--- src/rtl/mipszy_imem_encoder.sv ---
// Program loader for the mipszy core: encodes symbolic instructions into MIPS words and streams them into imem.
// Optional zero-fill of the unused tail of imem is enabled with `define MIPSZY_FILL_NOP_EN.
module mipszy_imem_encoder #(
    parameter int unsigned IM_DEPTH = 64,
    parameter int unsigned ADDR_W   = 6
) (
    input  logic              clk,
    input  logic              rst,
    input  logic              in_valid,
    output logic              in_ready,
    input  logic [2:0]        in_op,
    input  logic [4:0]        in_rs,
    input  logic [4:0]        in_rt,
    input  logic [4:0]        in_rd,
    input  logic [15:0]       in_imm,
    input  logic              in_last,
    output logic              im_we,
    output logic [ADDR_W-1:0] im_addr,
    output logic [31:0]       im_wd,
    output logic              cpu_hold,
    output logic              done,
    output logic              err,
    output logic [ADDR_W:0]   count
);

    localparam int unsigned CNT_W = ADDR_W + 1;
    localparam logic [ADDR_W-1:0] LAST_ADDR = ADDR_W'(IM_DEPTH - 1);

    localparam logic [2:0] OP_LW   = 3'd0;
    localparam logic [2:0] OP_SW   = 3'd1;
    localparam logic [2:0] OP_ADDI = 3'd2;
    localparam logic [2:0] OP_ADD  = 3'd3;
    localparam logic [2:0] OP_SUB  = 3'd4;
    localparam logic [2:0] OP_BEQ  = 3'd5;

    localparam logic [5:0] OPC_LW   = 6'b100011;
    localparam logic [5:0] OPC_SW   = 6'b101011;
    localparam logic [5:0] OPC_ADDI = 6'b001000;
    localparam logic [5:0] OPC_BEQ  = 6'b000100;
    localparam logic [5:0] OPC_R    = 6'b000000;
    localparam logic [5:0] FN_ADD   = 6'b100000;
    localparam logic [5:0] FN_SUB   = 6'b100010;

    typedef enum logic [2:0] {
        S_LOAD  = 3'd0,
        S_WRITE = 3'd1,
`ifdef MIPSZY_FILL_NOP_EN
        S_FILL  = 3'd2,
`endif
        S_DONE  = 3'd3,
        S_ERR   = 3'd4
    } state_t;

    state_t              state_q, state_d;
    logic [ADDR_W-1:0]   wptr_q, wptr_d;
    logic [CNT_W-1:0]    count_q, count_d;
    logic                last_q, last_d;
    logic                in_ready_q, in_ready_d;
    logic                im_we_q, im_we_d;
    logic [ADDR_W-1:0]   im_addr_q, im_addr_d;
    logic [31:0]         im_wd_q, im_wd_d;
    logic                cpu_hold_q, cpu_hold_d;
    logic                done_q, done_d;
    logic                err_q, err_d;

    logic [31:0]         enc_word;
    logic                enc_legal;
    logic                full;

    // Instruction encoder; unused fields per format are simply not referenced.
    always_comb begin
        enc_word  = '0;
        enc_legal = 1'b1;
        case (in_op)
            OP_LW:   enc_word = {OPC_LW,   in_rs, in_rt, in_imm};
            OP_SW:   enc_word = {OPC_SW,   in_rs, in_rt, in_imm};
            OP_ADDI: enc_word = {OPC_ADDI, in_rs, in_rt, in_imm};
            OP_BEQ:  enc_word = {OPC_BEQ,  in_rs, in_rt, in_imm};
            OP_ADD:  enc_word = {OPC_R, in_rs, in_rt, in_rd, 5'd0, FN_ADD};
            OP_SUB:  enc_word = {OPC_R, in_rs, in_rt, in_rd, 5'd0, FN_SUB};
            default: enc_legal = 1'b0;
        endcase
    end

    assign full = (wptr_q == LAST_ADDR);

    // Next-state logic; output registers are loaded from the state being entered.
    always_comb begin
        state_d = state_q;
        wptr_d  = wptr_q;
        count_d = count_q;
        last_d  = last_q;
        im_wd_d = '0;
        case (state_q)
            S_LOAD: begin
                if (in_valid) begin
                    if (enc_legal) begin
                        state_d = S_WRITE;
                        last_d  = in_last;
                        im_wd_d = enc_word;
                    end else begin
                        state_d = S_ERR;
                    end
                end
            end
            S_WRITE: begin
                wptr_d  = wptr_q + ADDR_W'(1);
                count_d = count_q + CNT_W'(1);
                if (last_q || full) begin
`ifdef MIPSZY_FILL_NOP_EN
                    state_d = full ? S_DONE : S_FILL;
`else
                    state_d = S_DONE;
`endif
                end else begin
                    state_d = S_LOAD;
                end
            end
`ifdef MIPSZY_FILL_NOP_EN
            S_FILL: begin
                wptr_d  = wptr_q + ADDR_W'(1);
                count_d = count_q + CNT_W'(1);
                if (full) begin
                    state_d = S_DONE;
                end
            end
`endif
            S_DONE:  state_d = S_DONE;
            S_ERR:   state_d = S_ERR;
            default: state_d = S_ERR;
        endcase

        in_ready_d = (state_d == S_LOAD);
`ifdef MIPSZY_FILL_NOP_EN
        im_we_d    = (state_d == S_WRITE) || (state_d == S_FILL);
`else
        im_we_d    = (state_d == S_WRITE);
`endif
        im_addr_d  = wptr_d;
        cpu_hold_d = (state_d != S_DONE);
        done_d     = (state_d == S_DONE);
        err_d      = (state_d == S_ERR);
    end

    always_ff @(posedge clk) begin
        if (rst) begin
            state_q    <= S_LOAD;
            wptr_q     <= '0;
            count_q    <= '0;
            last_q     <= 1'b0;
            in_ready_q <= 1'b1;
            im_we_q    <= 1'b0;
            im_addr_q  <= '0;
            im_wd_q    <= '0;
            cpu_hold_q <= 1'b1;
            done_q     <= 1'b0;
            err_q      <= 1'b0;
        end else begin
            state_q    <= state_d;
            wptr_q     <= wptr_d;
            count_q    <= count_d;
            last_q     <= last_d;
            in_ready_q <= in_ready_d;
            im_we_q    <= im_we_d;
            im_addr_q  <= im_addr_d;
            im_wd_q    <= im_wd_d;
            cpu_hold_q <= cpu_hold_d;
            done_q     <= done_d;
            err_q      <= err_d;
        end
    end

    assign in_ready = in_ready_q;
    assign im_we    = im_we_q;
    assign im_addr  = im_addr_q;
    assign im_wd    = im_wd_q;
    assign cpu_hold = cpu_hold_q;
    assign done     = done_q;
    assign err      = err_q;
    assign count    = count_q;

endmodule

--- config.mk ---
export PLATFORM = sky130hd
export DESIGN_NAME = mipszy_imem_encoder
export DESIGN_NICKNAME = d
export VERILOG_FILES = /design/src/rtl/mipszy_imem_encoder.sv
export SDC_FILE = /design/constraint.sdc
export NUM_CORES = 1
export LEC_CHECK = 0
export CAP_MARGIN = 30
export CORE_MARGIN = 4
export CORE_UTILIZATION = 45
export CTS_BUF_LIST = sky130_fd_sc_hd__clkbuf_8
export DETAILED_ROUTE_END_ITERATION = 10
export PLACE_DENSITY = 0.95
export SYNTH_ARGS = -nofsm -noshare
export SYNTH_HDL_FRONTEND = slang
export SYNTH_SLANG_ARGS = --single-unit
--- constraint.sdc ---
create_clock -name clk -period 5.2 [get_ports clk]
set_clock_uncertainty 0.2 [all_clocks]
set_input_delay 0.52 -clock clk [delete_from_list [all_inputs] [get_ports clk]]
set_output_delay 0.52 -clock clk [all_outputs]
set_load 0.02 [all_outputs]
==> results of run 1 <==
-- cells in the mapped netlist, types with 2 or more instances --
cell       n  share of area (%)
dfxtp_1   51                 55
and2_1    22                7.4
a21oi_1   16                4.3
nand2_1   13                2.6
nor2_1    12                2.4
o21ai_0   12                3.2
clkbuf_1   6                1.2
or3_1      6                2.0
o31ai_1    4                1.6
buf_4      3                1.2
inv_1      3               0.61
mux2i_1    3                1.6
nor3_2     3                1.6
o21a_1     3                1.2
or4_1      3                1.2
buf_6      2                1.2
ha_1       2                1.3
nand3_1    2               0.54
xor2_1     2               0.94
-- state kept, by name, summed over array words and instances, names as in the netlist, 3 cells and up --
signal / cells
state_q: 3
im_addr: 6
count: 7
im_wd: 29
-- cell usage in the layout, fill, tap and decap left out, types with 2 or more instances in the layout --
master	synthesis	final
a21oi_1	16	16
nand2_1	13	13
or3_1	6	6
mux2i_1	3	3
and2_1	22	22
nand3_1	2	2
ha_1	2	2
o21ai_0	12	12
xor2_1	2	2
o21a_1	3	3
dfxtp_1	51	51
nor2_1	12	12
inv_1	3	3
inv_6	0	2
clkbuf_8	0	5
clkdlybuf4s50_1	0	86
o31ai_1	4	4
or4_1	3	3
nor3_2	3	3
-- power groups by stage --
stage	Clock, mW	Sequential [mW]	Combinational [mW]
5_1_grt	0.260	0.410	0.109
6_report	0.236	0.409	0.102
2_1_floorplan	0	0.431	0.0373
3_5_place_dp	0	0.418	0.102
3_3_place_gp	0	0.417	0.100
4_1_cts	0.242	0.409	0.103
-- routing by layer --
| layer | routed length, um | vias to the layer above |
|---|---|---|
| met3 | 392 | 7 |
| met5 | 0 | - |
| met2 | 2070 | 59 |
| met4 | 47 | 0 |
| li1 | - | 793 |
| met1 | 1710 | 706 |
-- per-stage QoR --
step                      power (mW)  utilization [%]  worst slack (ps)  hold WS (ps)
after floorplan                0.468                -              3310           254
after global placement         0.517             67.8              2730           265
after detailed placement       0.520             67.8              2650           279
after CTS                      0.754             70.1              2970           293
after global routing           0.780             70.1              2910           315
final                          0.746             70.1              2980           291
-- worst min-delay path by stage --
stage          startpoint  depth (start not counted)        to  slack (ps)
5_1_grt          count[6]                          2  count[6]         310
3_3_place_gp     count[6]                          2  count[6]         260
3_5_place_dp     count[6]                          2  count[6]         280
4_1_cts          count[6]                          2  count[6]         290
2_1_floorplan      last_q                          2    last_q         250
6_report         count[6]                          2  count[6]         290
-- worst max-delay path: cells and delay by family --
kind | cells | cell delay, ps
and+or+nand+nor | 3 | 1090
buffers and inverters | 2 | 650
-- logic make-up (layout without fill, tap and decap cells) --
group / count (synthesis) / count (layout)
XOR/XNOR: 3 / 3
AND/OR/NAND/NOR: 72 / 72
flip-flops: 51 / 51
AO/OA/AOI/OAI: 38 / 38
other: 1 / 1
buffers and inverters: 16 / 98
adder cells (fa/ha/maj): 2 / 2
multiplexers: 4 / 4
-- final cells by class --
type	count	area [um^2]	share of cell area, %
clock buffers	5	68.8	2.45
clock inverters	3	26.3	0.937
inverters	4	15.0	0.535
multi-input cells	120	751	26.8
flip-flops and latches	51	1020	36.4
well taps	50	62.6	2.23
repair buffers	86	861	30.7
==> impl_metrics.csv, run 1 <==
group,metric,value,unit
die,io_pins,88,
cells_and_area,n_fill_cell,316,
clock_network,cts_tree,"yes",
cells_and_area,insertedDiodeCount,0,
logic_synthesis,synth.area.mux_share,2.22,%
cells_and_area,layout.cells.non_filler,319,
pwr,clockPowerShare,31.6,%
sta,worst_pin_slew,681,ps
logic_synthesis,synth_xor_area_share,1.41,%
clock_network,cts_inserted_buffers,5,
detailed_routing,dr.pass1.iters,4,
clock_network,cts_root_buf,"clkbuf_8",
logic_synthesis,synth-async-reset-ratio,0,%
critical_path,reg2reg_depth,3,
pwr,power.leakage,1.04,nW
clock_network,clock_sinks,51,
global_route,grt.busiest_layer,"met2",
clock_network,htreeDepth,2,
critical_path,cp-end-kind,"flip-flop",
global_route,grt-ovfl-total,0,
placement,dpl.cell_count,311,
critical_path,rrSetupSlack,3180,ps
cells_and_area,area_growth,51.0,%
detailed_routing,drt_iter0_markers,93,
global_route,grtUsageTotal,16.3,%
sta,rsz0062_at_grt,"false",
logic_synthesis,synth_edf_count,0,
die,die_h,72.3,um
pwr,p_seq_share,54.8,%
detailed_routing,routed_wl,4.22,mm
detailed_routing,drt-vias-per-instance,4.91,
pwr,peakVddDrop,186,uV
die,core.rowCount,23,
sta,hold_viol,0,
global_route,antenna_found_initial,0,
placement,gp_congestion,0.740,
die,coreArea,0.00400,mm^2
cells_and_area,nNetsFinal,308,
critical_path,required,5250,ps
pwr,p_switching,188,uW
critical_path,slowest_delay,510,ps
logic_synthesis,avgSynthCellArea,9.94,um^2
logic_synthesis,synth_top_family_by_area,"simple AND/OR/NAND/NOR gates",
sta,finalMaxSlewViolations,0,
clock_network,post-cts-setup-buffers,0,
logic_synthesis,yosys.area_share.simple,23.8,%
global_route,grt_start_max_net_pins,19,
logic_synthesis,synth.distinct_cells,38,
logic_synthesis,syn-cell-area,0.00186,mm^2
placement,port_buffers,86,
logic_synthesis,synth_fp_nets,227,
job,max-cap-violations,0,
global_route,grtUsageMet1,19.0,%
logic_synthesis,synthesis.instances,187,
clock_network,cts_max_path_buffers,2,
critical_path,slowest_stage,"or4b_4",
sta,relSlewSlack,54.4,%
critical_path,path_cells,"clkdlybuf4s50_1 -> or4b_4 -> or3_4 -> inv_2 -> and2_1",
detailed_routing,dr_total_vias,1565,
pwr,comb_power_share,13.6,%
clock_network,cts_resized,0,
global_route,grt_use_met2,28.3,%
pwr,switching_share,25.2,%
critical_path,crit_end,"im_wd[17]",
critical_path,rr_endpoint,"count[5]",
pwr,powerDensity,266,mW/mm^2
logic_synthesis,synth-main-ff-cell,"dfxtp_1",
detailed_routing,ant_nets,0,
die,design.die.area,0.00522,mm^2
detailed_routing,wire_per_inst,13.2,um
placement,placed_cell_area,0.00271,mm^2
sta,tns,0,ps
die,die_w,72.3,um
min_path,min_path_type,"flip-flop to flip-flop",
critical_path,r2r-start,"state_q[0]",
outcome,outcome,"complete, no violations",
detailed_routing,drc_errors,0,
die,start_util,46.4,%
sta,period_needed,2220,ps
clock_network,path_clk_slew,100,ps
global_route,grt_pass1_vias,1484,
logic_synthesis,ys_warn_count,0,
sta,fmax,450,MHz
logic_synthesis,synth_adder_area_share,1.35,%
critical_path,worstSetupStartpointType,"input port",
clock_network,insertion_delay,300,ps
clock_network,cts_hold_repair.buffers,0,
logic_synthesis,ys_ff_latch,51,
critical_path,worstPathArrival,2270,ps
logic_synthesis,synth_seq_area_share,54.9,%
critical_path,setup.worst_path.start,"in_valid",
placement,dpl.hpwl,3.24,mm
critical_path,crit_type,"input port to flip-flop",
pwr,p_int,559,uW
logic_synthesis,synth_compound_area_share,11.4,%
global_route,use_met3,5.54,%
sta,finalSetupViolCount,0,
critical_path,path_max_fanout,11,
cells_and_area,design_area,0.00281,mm^2
sta,fin_crit_sh,42.7,%
cells_and_area,drive_gt1_share,6.32,%
global_route,grt_first_pass_wirelength,6.73,mm
Power figures use the tool's default switching activity.
==> run 2: changes to the inputs <==
CORE_UTILIZATION = 38   (was 45)
PLACE_DENSITY = 0.89   (was 0.95)
clock period = 2 ns   (was 5.2 ns; I/O delays follow)
==> run 2 against run 1 <==
Non-clock buffer count up 13. Largest cell class unchanged. Clock power rose to 2.5 times the previous value. Register-to-register slack worse by 3100 ps. Sequential share of layout area down 1.5 points. Utilization down 8.2 points. First-iteration DRC count down 58%.
==> impl_metrics.csv, run 2 (synthesis gave the netlist of run 1 again) <==
group,metric,value,unit
outcome,outcome,"complete, no violations",
detailed_routing,drt-vias-per-instance,4.66,
global_route,grtUsageTotal,14.8,%
critical_path,worstPathArrival,1930,ps
cells_and_area,final_common_cell,"clkdlybuf4s50_1",
critical_path,crit_type,"flip-flop to flip-flop",
critical_path,slowest_stage,"or4b_4",
sta,rsz0062_at_grt,"false",
clock_network,cts_hold_repair.buffers,0,
sta,final.setup.worst_slack,105,ps
cells_and_area,insertedDiodeCount,0,
die,core.rowCount,25,
die,die_w,77.9,um
detailed_routing,drt_iter0_markers,39,
global_route,antenna_found_initial,0,
placement,gp_congestion,0.794,
clock_network,cts_root_buf,"clkbuf_8",
die,start_util,39.3,%
clock_network,cts_resized,0,
placement,port_buffers,86,
cells_and_area,n_fill_cell,387,
sta,fmax,528,MHz
critical_path,worstSetupStartpointType,"flip-flop",
sta,finalMaxSlewViolations,0,
clock_network,insertion_delay,300,ps
sta,hold_viol,0,
pwr,power.leakage,1.09,nW
global_route,grt_pass1_vias,1588,
critical_path,path_cells,"or4b_4 -> or3_4 -> buf_4 -> a21oi_1",
job,max-cap-violations,0,
pwr,peakVddDrop,345,uV
die,die_h,77.9,um
detailed_routing,dr_total_vias,1628,
clock_network,clock_sinks,51,
clock_network,cts_inserted_buffers,5,
sta,fin_crit_sh,94.8,%
placement,dpl.cell_count,341,
global_route,grt-ovfl-total,0,
detailed_routing,drc_errors,0,
pwr,powerDensity,664,mW/mm^2
critical_path,crit_family,"simple AND/OR/NAND/NOR gates",
placement,dpl.hpwl,3.26,mm
die,design.die.area,0.00607,mm^2
clock_network,htreeDepth,2,
cells_and_area,drive_gt1_share,10.6,%
detailed_routing,ant_nets,0,
detailed_routing,dr.pass1.iters,5,
min_path,min_path_type,"input port to flip-flop",
cells_and_area,largest_reg_flops,29,
clock_network,cts_tree,"yes",
critical_path,rrSetupSlack,100,ps
critical_path,required,2030,ps
placement,post-place-ws,-129,ps
clock_network,cts_max_path_buffers,2,
sta,finalSetupViolCount,0,
cells_and_area,area_growth,57.3,%
die,io_pins,88,
die,coreArea,0.00472,mm^2
critical_path,slowest_delay,570,ps
global_route,grt_first_pass_wirelength,7.33,mm
critical_path,critical_path_buf_inv_count,1,
sta,period_needed,1900,ps
global_route,grt_start_max_net_pins,18,
detailed_routing,routed_wl,4.25,mm
clock_network,path_clk_slew,90,ps
cells_and_area,final_cell_mix,"clkdlybuf4s50_1, dfxtp_1, and2_1",
critical_path,path_max_fanout,7,
clock_network,post-cts-setup-buffers,0,
cells_and_area,nNetsFinal,321,
detailed_routing,wire_per_inst,12.2,um
cells_and_area,layout.cells.non_filler,349,
critical_path,cp-end-kind,"flip-flop",
==> run 2: cell count changes in the layout (fill, tap and decap cells not counted) <==
cell,previous run,this run
clkinv_4,1,2
clkinvlp_4,0,1
inv_6,2,0
buf_4,0,13
==> run 2: layout make-up <==
cell class,count,area (um^2),area share (%)
Clock buffer,5,68.8,2.35
Clock inverter,3,25.0,0.856
Inverter,4,15.0,0.514
Multi-Input combinational cell,120,751,25.7
Sequential cell,51,1020,34.9
Tap cell,67,83.8,2.87
Timing Repair Buffer,99,958,32.8
==> run 2: worst min-delay path, stage by stage <==
cell and delay (ps):
clkdlybuf4s50_1 400, nand2_1 60, a21oi_1 50
==> run 2: metrics by stage <==
step | total power [mW] | hold slack, ps | TNS (ps) | utilization (%) | instance area, um^2
2_1_floorplan | 1.22 | 121 | 0 | - | 1860
3_3_place_gp | 1.37 | 265 | -1910 | 59.9 | 2830
3_5_place_dp | 1.37 | 272 | -2340 | 59.9 | 2830
4_1_cts | 1.97 | 234 | 0 | 61.9 | 2920
5_1_grt | 2.03 | 242 | 0 | 61.9 | 2920
6_report | 1.94 | 244 | 0 | 61.9 | 2920
==> run 2: power breakdown <==
part	leakage, nW	switching, mW	internal, mW
registers	0.414	0.0159	1.05
logic	0.635	0.121	0.165
clock network	0.0443	0.342	0.250
==> run 2: final timing paths <==
kind | from | end | cells after the start
worst max-delay path | state_q[1] | im_wd[11] | 4
worst min-delay path | in_imm[13] | im_wd[13] | 3
worst max register to register | state_q[1] | im_wd[11] | 4
worst min register to register | count[6] | count[6] | 2
==> run 2: metal layers <==
metal | up-vias | global-route usage (%) | routed length, um
met1 | 736 | 18.3 | 1820
met2 | 68 | 24.1 | 2040
met3 | 7 | 4.87 | 339
met5 | - | 0 | 0
li1 | 817 | - | -
met4 | 0 | 5.07 | 44
==> run 3: changes to the inputs <==
CORE_UTILIZATION = 42   (was 38)
PLACE_DENSITY = 0.93   (was 0.89)
SLEW_MARGIN = 20   (was not set)
clock period = 1.93 ns   (was 2 ns; I/O delays follow)
==> run 3 against run 2 <==
Critical path depth unchanged. First-iteration DRC count increased by 23%. Wire length increased by 8.6%. Critical path type unchanged.
==> impl_metrics.csv, run 3 (synthesis gave the netlist of run 1 again) <==
group,metric,value,unit
sta,fin_crit_sh,99.4,%
critical_path,slowest_delay,540,ps
cells_and_area,area_growth,57.9,%
pwr,peakVddDrop,368,uV
global_route,grt_start_max_net_pins,17,
pwr,comb_power_share,14.9,%
sta,finalSetupViolCount,0,
sta,finalMaxSlewViolations,0,
detailed_routing,wire_per_inst,13.8,um
die,die_w,74.5,um
sta,relSlewSlack,68.0,%
pwr,p_int,1.55,mW
placement,dpl.hpwl,3.61,mm
die,design.die.area,0.00555,mm^2
clock_network,cts_max_path_buffers,2,
cells_and_area,design_area,0.00293,mm^2
pwr,switching_share,23.9,%
detailed_routing,drt_iter0_markers,48,
detailed_routing,dr_total_vias,1622,
die,core.rowCount,23,
cells_and_area,final_cell_mix,"clkdlybuf4s50_1, dfxtp_1, and2_1",
detailed_routing,highest_layer,"met4",
clock_network,cts_hold_repair.buffers,0,
cells_and_area,nNetsFinal,323,
sta,hold_viol,0,
detailed_routing,wl_met1,1.80,mm
detailed_routing,dr_wl_met3,372,um
die,die_h,74.5,um
clock_network,clock_sinks,51,
placement,port_buffers,86,
detailed_routing,drt-vias-per-instance,4.86,
detailed_routing,routed_wl,4.61,mm
clock_network,cts_tree,"yes",
global_route,grt_pass1_vias,1535,
global_route,antenna_found_initial,0,
critical_path,worstSetupStartpointType,"flip-flop",
global_route,grt-ovfl-total,0,
detailed_routing,drc_errors,0,
clock_network,htreeDepth,2,
cells_and_area,drive_gt1_share,12.3,%
die,io_pins,88,
clock_network,path_clk_slew,90,ps
detailed_routing,dr_wl_met2,2.38,mm
cells_and_area,largest_reg_flops,29,
critical_path,path_max_fanout,7,
pwr,power,2.04,mW
sta,rsz0062_at_grt,"true",
pwr,p_seq_share,54.0,%
sta,worst_pin_slew,466,ps
cells_and_area,final_common_cell,"clkdlybuf4s50_1",
detailed_routing,dr.pass1.iters,5,
pwr,powerDensity,695,mW/mm^2
critical_path,path_cells,"or4b_4 -> or3_4 -> buf_4 -> nor3_2",
clock_network,cts_inserted_buffers,5,
pwr,power.leakage,1.11,nW
min_path,min_path_type,"input port to flip-flop",
critical_path,worstPathArrival,1950,ps
cells_and_area,insertedDiodeCount,0,
die,coreArea,0.00414,mm^2
outcome,outcome,"complete, no violations",
critical_path,required,1960,ps
sta,tns,0,ps
clock_network,cts_root_buf,"clkbuf_8",
critical_path,cp-end-kind,"flip-flop",
die,start_util,44.8,%
detailed_routing,ant_nets,0,
sta,fmax,521,MHz
pwr,p_switching,487,uW
cells_and_area,finish.utilization,70.8,%
clock_network,insertion_delay,290,ps
placement,gp_congestion,0.749,
pwr,clockPowerShare,31.1,%
sta,period_needed,1920,ps
global_route,grtUsageTotal,16.4,%
global_route,grt_first_pass_wirelength,7.07,mm
sta,holdWs,246,ps
critical_path,slowest_stage,"or4b_4",
placement,placed_cell_area,0.00281,mm^2
job,max-cap-violations,0,
critical_path,crit_type,"flip-flop to flip-flop",
run 3: critical path, delay by kind of cell (launching register included):
family	cells	cell delay, ps
simple gates	3	1140
flops	1	360
buf+inv	1	160
run 3: area by class of cell:
type / instances / area (um^2)
Sequential cell: 51 / 1030
Multi-Input combinational cell: 120 / 754
Clock inverter: 2 / 16.3
Clock buffer: 6 / 82.6
Fill cell: 340 / 1210
Timing Repair Buffer: 101 / 977
Inverter: 4 / 15.0
Tap cell: 50 / 62.6
run 3: power groups by stage:
| stage | logic (mW) | registers, mW | clock network [mW] |
|---|---|---|---|
| 2_1_floorplan | 0.100 | 1.16 | 0 |
| 3_3_place_gp | 0.294 | 1.12 | 0 |
| 3_5_place_dp | 0.300 | 1.13 | 0 |
| 4_1_cts | 0.302 | 1.10 | 0.643 |
| 5_1_grt | 0.326 | 1.10 | 0.696 |
| 6_report | 0.304 | 1.10 | 0.635 |
run 3: per-stage QoR:
stage               setup slack (ps)  std cells
floorplan                        149        187
global placement                -180        324
detailed placement              -237        324
CTS                             24.1        332
global route                   -24.4        334
finish                          10.8        334
run 3: repair_timing:
item / in CTS / in global routing
buffers inserted: 0 / 2
resized for setup: 0 / 5
setup endpoints to repair: 0 / 16
run 3: final timing paths:
check              from   endpoint  slack, ps  cells past startpoint
max          state_q[1]  im_wd[29]         10                      4
min            in_rt[3]  im_wd[19]        250                      2
max reg2reg  state_q[1]  im_wd[29]         10                      4
min reg2reg    count[6]   count[6]        290                      2
run 3: metal layers:
layer	vias up	GRT usage [%]
met3	7	4.05
met1	729	18.0
met5	-	0
met2	63	30.5
met4	0	5.14
li1	823	-
